**src/rtl/sr_drv_pkg.sv**
```systemverilog
// Shared types for the SR latch driver: FSM state encoding and command op values.
package sr_drv_pkg;

  typedef enum logic [1:0] {
    ST_IDLE   = 2'd0,
    ST_PULSE  = 2'd1,
    ST_SETTLE = 2'd2,
    ST_CHECK  = 2'd3
  } state_e;

  localparam logic OP_RESET = 1'b0;
  localparam logic OP_SET   = 1'b1;

endpackage

```
**src/rtl/sr_latch_driver_sync2.sv**
```systemverilog
// Two-flop synchronizer with asynchronous reset to 0.
// Ports: clk, rst (async, active high), d (asynchronous input), q (synchronized output).
module sync2 (
  input  logic clk,
  input  logic rst,
  input  logic d,
  output logic q
);

  logic meta;

  always_ff @(posedge clk or posedge rst) begin
    if (rst) begin
      meta <= 1'b0;
      q    <= 1'b0;
    end else begin
      meta <= d;
      q    <= meta;
    end
  end

endmodule

```
**src/rtl/sr_latch_driver.sv**
```systemverilog
// Drives the active-low set/reset inputs of an external NAND SR latch from a
// valid/ready command port: one fixed-width pulse, a settle window, and an
// optional synchronized readback of q/qb (enabled by macro SR_DRV_READBACK_EN).
// Ports:
//   clk, rst        clock, asynchronous active-high reset
//   cmd_valid/op    command request; op 1 = set, 0 = reset
//   cmd_ready       high only while idle
//   set_n, reset_n  registered active-low latch drives
//   q_in, qb_in     latch outputs (asynchronous; unused without readback)
//   busy            inverse of cmd_ready
//   done, err       one-cycle completion / readback-failure pulses
//   state_q         last successfully written latch value
module sr_latch_driver
  import sr_drv_pkg::*;
#(
  parameter int unsigned PULSE_CYCLES   = 4,
  parameter int unsigned SETTLE_CYCLES  = 2,
  parameter int unsigned TIMEOUT_CYCLES = 16,
  parameter int unsigned CNT_W          = 5
) (
  input  logic clk,
  input  logic rst,
  input  logic cmd_valid,
  input  logic cmd_op,
  output logic cmd_ready,
  output logic set_n,
  output logic reset_n,
  input  logic q_in,
  input  logic qb_in,
  output logic busy,
  output logic done,
  output logic err,
  output logic state_q
);

  state_e           state_r, state_d;
  logic [CNT_W-1:0] cnt_r, cnt_d;
  logic             op_r, op_d;
  logic             done_d, err_d, state_q_d;
  logic             set_n_d, reset_n_d;

`ifdef SR_DRV_READBACK_EN
  logic q_s, qb_s;
  logic match;

  sync2 u_sync_q  (.clk(clk), .rst(rst), .d(q_in),  .q(q_s));
  sync2 u_sync_qb (.clk(clk), .rst(rst), .d(qb_in), .q(qb_s));

  // An invalid pair (q_s == qb_s) can never satisfy both terms.
  assign match = (q_s == op_r) && (qb_s == ~op_r);
`else
  logic             unused_rb;
  logic [CNT_W-1:0] unused_timeout;
  assign unused_rb      = q_in ^ qb_in;
  assign unused_timeout = CNT_W'(TIMEOUT_CYCLES);
`endif

  // State, counter and registered outputs.
  always_ff @(posedge clk or posedge rst) begin
    if (rst) begin
      state_r   <= ST_IDLE;
      cnt_r     <= '0;
      op_r      <= OP_RESET;
      set_n     <= 1'b1;
      reset_n   <= 1'b1;
      done      <= 1'b0;
      err       <= 1'b0;
      state_q   <= 1'b0;
      cmd_ready <= 1'b1;
      busy      <= 1'b0;
    end else begin
      state_r   <= state_d;
      cnt_r     <= cnt_d;
      op_r      <= op_d;
      set_n     <= set_n_d;
      reset_n   <= reset_n_d;
      done      <= done_d;
      err       <= err_d;
      state_q   <= state_q_d;
      cmd_ready <= (state_d == ST_IDLE);
      busy      <= (state_d != ST_IDLE);
    end
  end

  // Next-state and next-output logic.
  always_comb begin
    state_d   = state_r;
    cnt_d     = cnt_r;
    op_d      = op_r;
    done_d    = 1'b0;
    err_d     = 1'b0;
    state_q_d = state_q;

    case (state_r)
      ST_IDLE: begin
        if (cmd_valid) begin
          op_d    = cmd_op;
          cnt_d   = CNT_W'(PULSE_CYCLES - 1);
          state_d = ST_PULSE;
        end
      end
      ST_PULSE: begin
        if (cnt_r == '0) begin
          cnt_d   = CNT_W'(SETTLE_CYCLES - 1);
          state_d = ST_SETTLE;
        end else begin
          cnt_d = cnt_r - CNT_W'(1);
        end
      end
      ST_SETTLE: begin
        if (cnt_r == '0) begin
`ifdef SR_DRV_READBACK_EN
          cnt_d   = CNT_W'(TIMEOUT_CYCLES - 1);
          state_d = ST_CHECK;
`else
          done_d    = 1'b1;
          state_q_d = op_r;
          state_d   = ST_IDLE;
`endif
        end else begin
          cnt_d = cnt_r - CNT_W'(1);
        end
      end
`ifdef SR_DRV_READBACK_EN
      ST_CHECK: begin
        if (match) begin
          done_d    = 1'b1;
          state_q_d = op_r;
          state_d   = ST_IDLE;
        end else if (cnt_r == '0) begin
          err_d   = 1'b1;
          state_d = ST_IDLE;
        end else begin
          cnt_d = cnt_r - CNT_W'(1);
        end
      end
`endif
      default: state_d = ST_IDLE;
    endcase

    // Only PULSE drives a line, and only one, so both can never be low together.
    set_n_d   = ~((state_d == ST_PULSE) && (op_d == OP_SET));
    reset_n_d = ~((state_d == ST_PULSE) && (op_d == OP_RESET));
  end

endmodule
```
**config.mk**
```make
export PLATFORM = sky130hd
export DESIGN_NAME = sr_latch_driver
export DESIGN_NICKNAME = d
export VERILOG_FILES = /design/src/rtl/sr_drv_pkg.sv /design/src/rtl/sr_latch_driver_sync2.sv /design/src/rtl/sr_latch_driver.sv
export SDC_FILE = /design/constraint.sdc
export NUM_CORES = 1
export LEC_CHECK = 0
export ABC_CLOCK_PERIOD_IN_PS = 5800
export CAP_MARGIN = 20
export CORE_MARGIN = 4
export CORE_UTILIZATION = 53
export CTS_CLUSTER_DIAMETER = 100
export DETAILED_ROUTE_END_ITERATION = 16
export HOLD_SLACK_MARGIN = 0.02
export PLACE_DENSITY = 0.79
export SYNTH_ARGS = -nofsm -noshare
export SYNTH_HDL_FRONTEND = slang
export SYNTH_HIERARCHICAL = 1
export SYNTH_SLANG_ARGS = --single-unit
```
**constraint.sdc**
```tcl
create_clock -name clk -period 5.8 [get_ports clk]
set_input_delay 0.87 -clock clk [delete_from_list [all_inputs] [get_ports clk]]
set_output_delay 0.87 -clock clk [all_outputs]
set_load 0.1 [all_outputs]
```
==> out/summary.txt <==
Status - finished clean
Worst relative slew slack - 35.32%
Via count - 506
CTS Buf Count - 3
Die X - 44.56 µm
Met2 wire len - 658 µm
Max Clock Freq - 359.8 MHz
Sequential cell area - 354.1 µm²
Routed Antenna Nets - 0
Clock Tree Root - clkbuf_4
Highest metal used - met3
Cts hold-fix bufs - 0
Yosys warnings - 6
Initial core utilization - 59.70%
Port Buffers - 9
Diodes inserted - 0
Final TNS setup - 0 ns
Hold crit path type - flop to flop
Layout cells sized above 1 - 21.33%
Critical path cell sequence - clkdlybuf4s50_1
I/O Pins - 13
Clk buf depth - 2
# DRC - 0
Filler cells - 95
Slowest CP cell - clkdlybuf4s50_1
Cell area after synthesis - 708.2 µm²
Gr usage total - 14.82%
Slew @ Worst Pin - 0.9672 ns
CORE AREA - 0.001186 mm²
Via/cell ratio - 5.685
Hold Violations, Final - 0
# Post-CTS Setup Buffers - 0
Synthesized instance count - 63
Adder-cell area share of the yosys netlist - 8.834%
DPL Wire Length - 1016 µm
Met3 wire length - 66 µm
Clock latency on the worst-skew pair - 0.27 ns
Delay-heaviest family, CP - buffers and inverters
RePlAce Congestion - 0.8010
Crit path launch type - flop
Final cycle utilization of the critical path - 47.92%
Min Tclk post-route - 2.779 ns
Die ar. - 0.001985 mm²
XOR/XNOR Fraction of Synth Area - 0%
Met1 WL - 574 µm
Vias in the first global route - 513
Post-Route Skew - 0.006356 ns
Die H - 44.56 µm
Slowest cell delay on critical path - 1.12 ns
Initial antenna violation count - 0
Nets - 87
CTS tree - done
Area delta synth->final - 19.26%
Final Max Tran Viols - 0
1st-iter DRT viols - 4
Num rows - 12
WL final - 1299 µm
Post-synthesis simple-gate area fraction - 16.25%
Compound-cell area share of the yosys netlist - 15.37%
Final global-route overflow total - 0
Sequential area share after synthesis - 50.00%
Reg clk slew, reported paths - 0.08 ns
Pin count of the biggest net entering global routing - 15
DRT Pass-1 Iters - 4
WS Path Type - flop to primary output
Number of max-cap violations - 0
RSZ-0062 raised after global routing - no
H-tree levels - 1
Post-DP Area - 808.3 µm²
Type of destination of the critical path - primary output
Clock sink total - 14
Setup violators final - 0
Worst-path maximum fanout - 1
WP data required - 4.93 ns
Post-Syn Nets - 74
Mean routed wirelength per cell - 14.60 µm
Count of cell types in the netlist - 28
Global-route wire length before repair - 2201 µm
Resized cells post-CTS - 0
Synth Register Bits - 14
Area of the multi-input gates - 324.1 µm²
Crit path DAT - 1.91 ns
Mapped Avg Cell Area - 11.24 µm²
Main combinational cell family by area after synthesis - simple AND/OR/NAND/NOR gates
Mux cell area share after synthesis - 4.770%
CP Buf/Inv Count - 1
Design Area, Final - 844.6 µm²
-- cells in the final DEF (no fill, tap or decap), types with 2 or more instances in the layout --
cell type / n
nand2_1: 3
dfstp_2: 3
nor4_1: 2
clkbuf_4: 3
ha_1: 5
a21oi_1: 2
clkdlybuf4s50_1: 9
mux2_2: 3
inv_1: 6
and2b_2: 2
dfrtp_1: 11
o21ai_0: 6
nor2_1: 3
-- flip-flops by register name (all words and copies together), names as in the netlist --
register and cells:
state_r 2, op_r 1, set_n 1, done 1, cnt_r 5, busy 1
reset_n 1, state_q 1, cmd_ready 1
-- per-stage QoR --
step	cells	utilization [%]	setup slack (ns)	hold slack [ns]
finish	89	71.20	3.021	0.5229
global route	89	71.20	2.977	0.5499
CTS	89	71.20	3.006	0.5320
detailed placement	85	68.14	3.309	0.5130
global placement	85	68.14	3.313	0.4863
floorplan	63	-	3.928	0.4749
-- Yosys cell counts --
master      n  share of area (%)
and2_1      1               0.88
a21oi_1     2                1.4
a211oi_2    1                1.8
nor2b_1     1               0.88
inv_1       6                3.2
o21ai_0     6                4.2
nor3_1      1               0.71
dfstp_2     3                 11
a32oi_1     1                1.2
a2111oi_2   1                2.1
nor4_1      2                1.8
dfrtp_1    11                 39
nand2_1     3                1.6
nand3b_1    1                1.1
or4b_4      1                1.9
or2_1       1               0.88
a22o_2      1                1.4
conb_1      1               0.53
buf_4       1                1.1
nor2_1      3                1.6
mux2_2      3                4.8
ha_1        5                8.8
o22ai_1     1               0.88
nor4b_1     1                1.2
o211ai_1    1                1.1
or3b_1      1                1.2
a22o_1      1                1.2
and2b_2     2                2.5
-- path summary, 6_finish.rpt --
check,to,from,slack (ns),depth (start not counted)
max,set_n,set_n,3.02,1
min,state_q,state_q,0.52,1
max reg2reg,reset_n,cnt_r[0],3.76,5
min reg2reg,state_q,state_q,0.52,1
max in group asynchronous,cmd_ready,rst,4.47,2
min in group asynchronous,op_r,rst,0.96,2
-- final cells by class --
type / count / area share, %
flip-flops and latches: 14 / 41.93
inverters: 6 / 2.667
clock buffers: 4 / 4.296
repair buffers: 9 / 10.67
well taps: 14 / 2.074
multi-input cells: 42 / 38.37
-- kinds of logic (layout without fill, tap and decap cells) --
kind of cell | count (synthesis) | after routing
simple gates | 18 | 18
compound gates | 15 | 15
flops | 14 | 14
buf+inv | 7 | 19
fa+ha+maj | 5 | 5
mux | 3 | 3
other cells | 1 | 1
-- layer usage --
layer | track usage [%] | vias to the layer above
li1 | - | 248
met2 | 27.22 | 9
met3 | 4.065 | 0
met4 | 1.807 | 0
met1 | 17.34 | 249
met5 | 0 | -
Power is not shown: default switching activity piles up to over one toggle a cycle in this logic, so the estimate is an artifact.
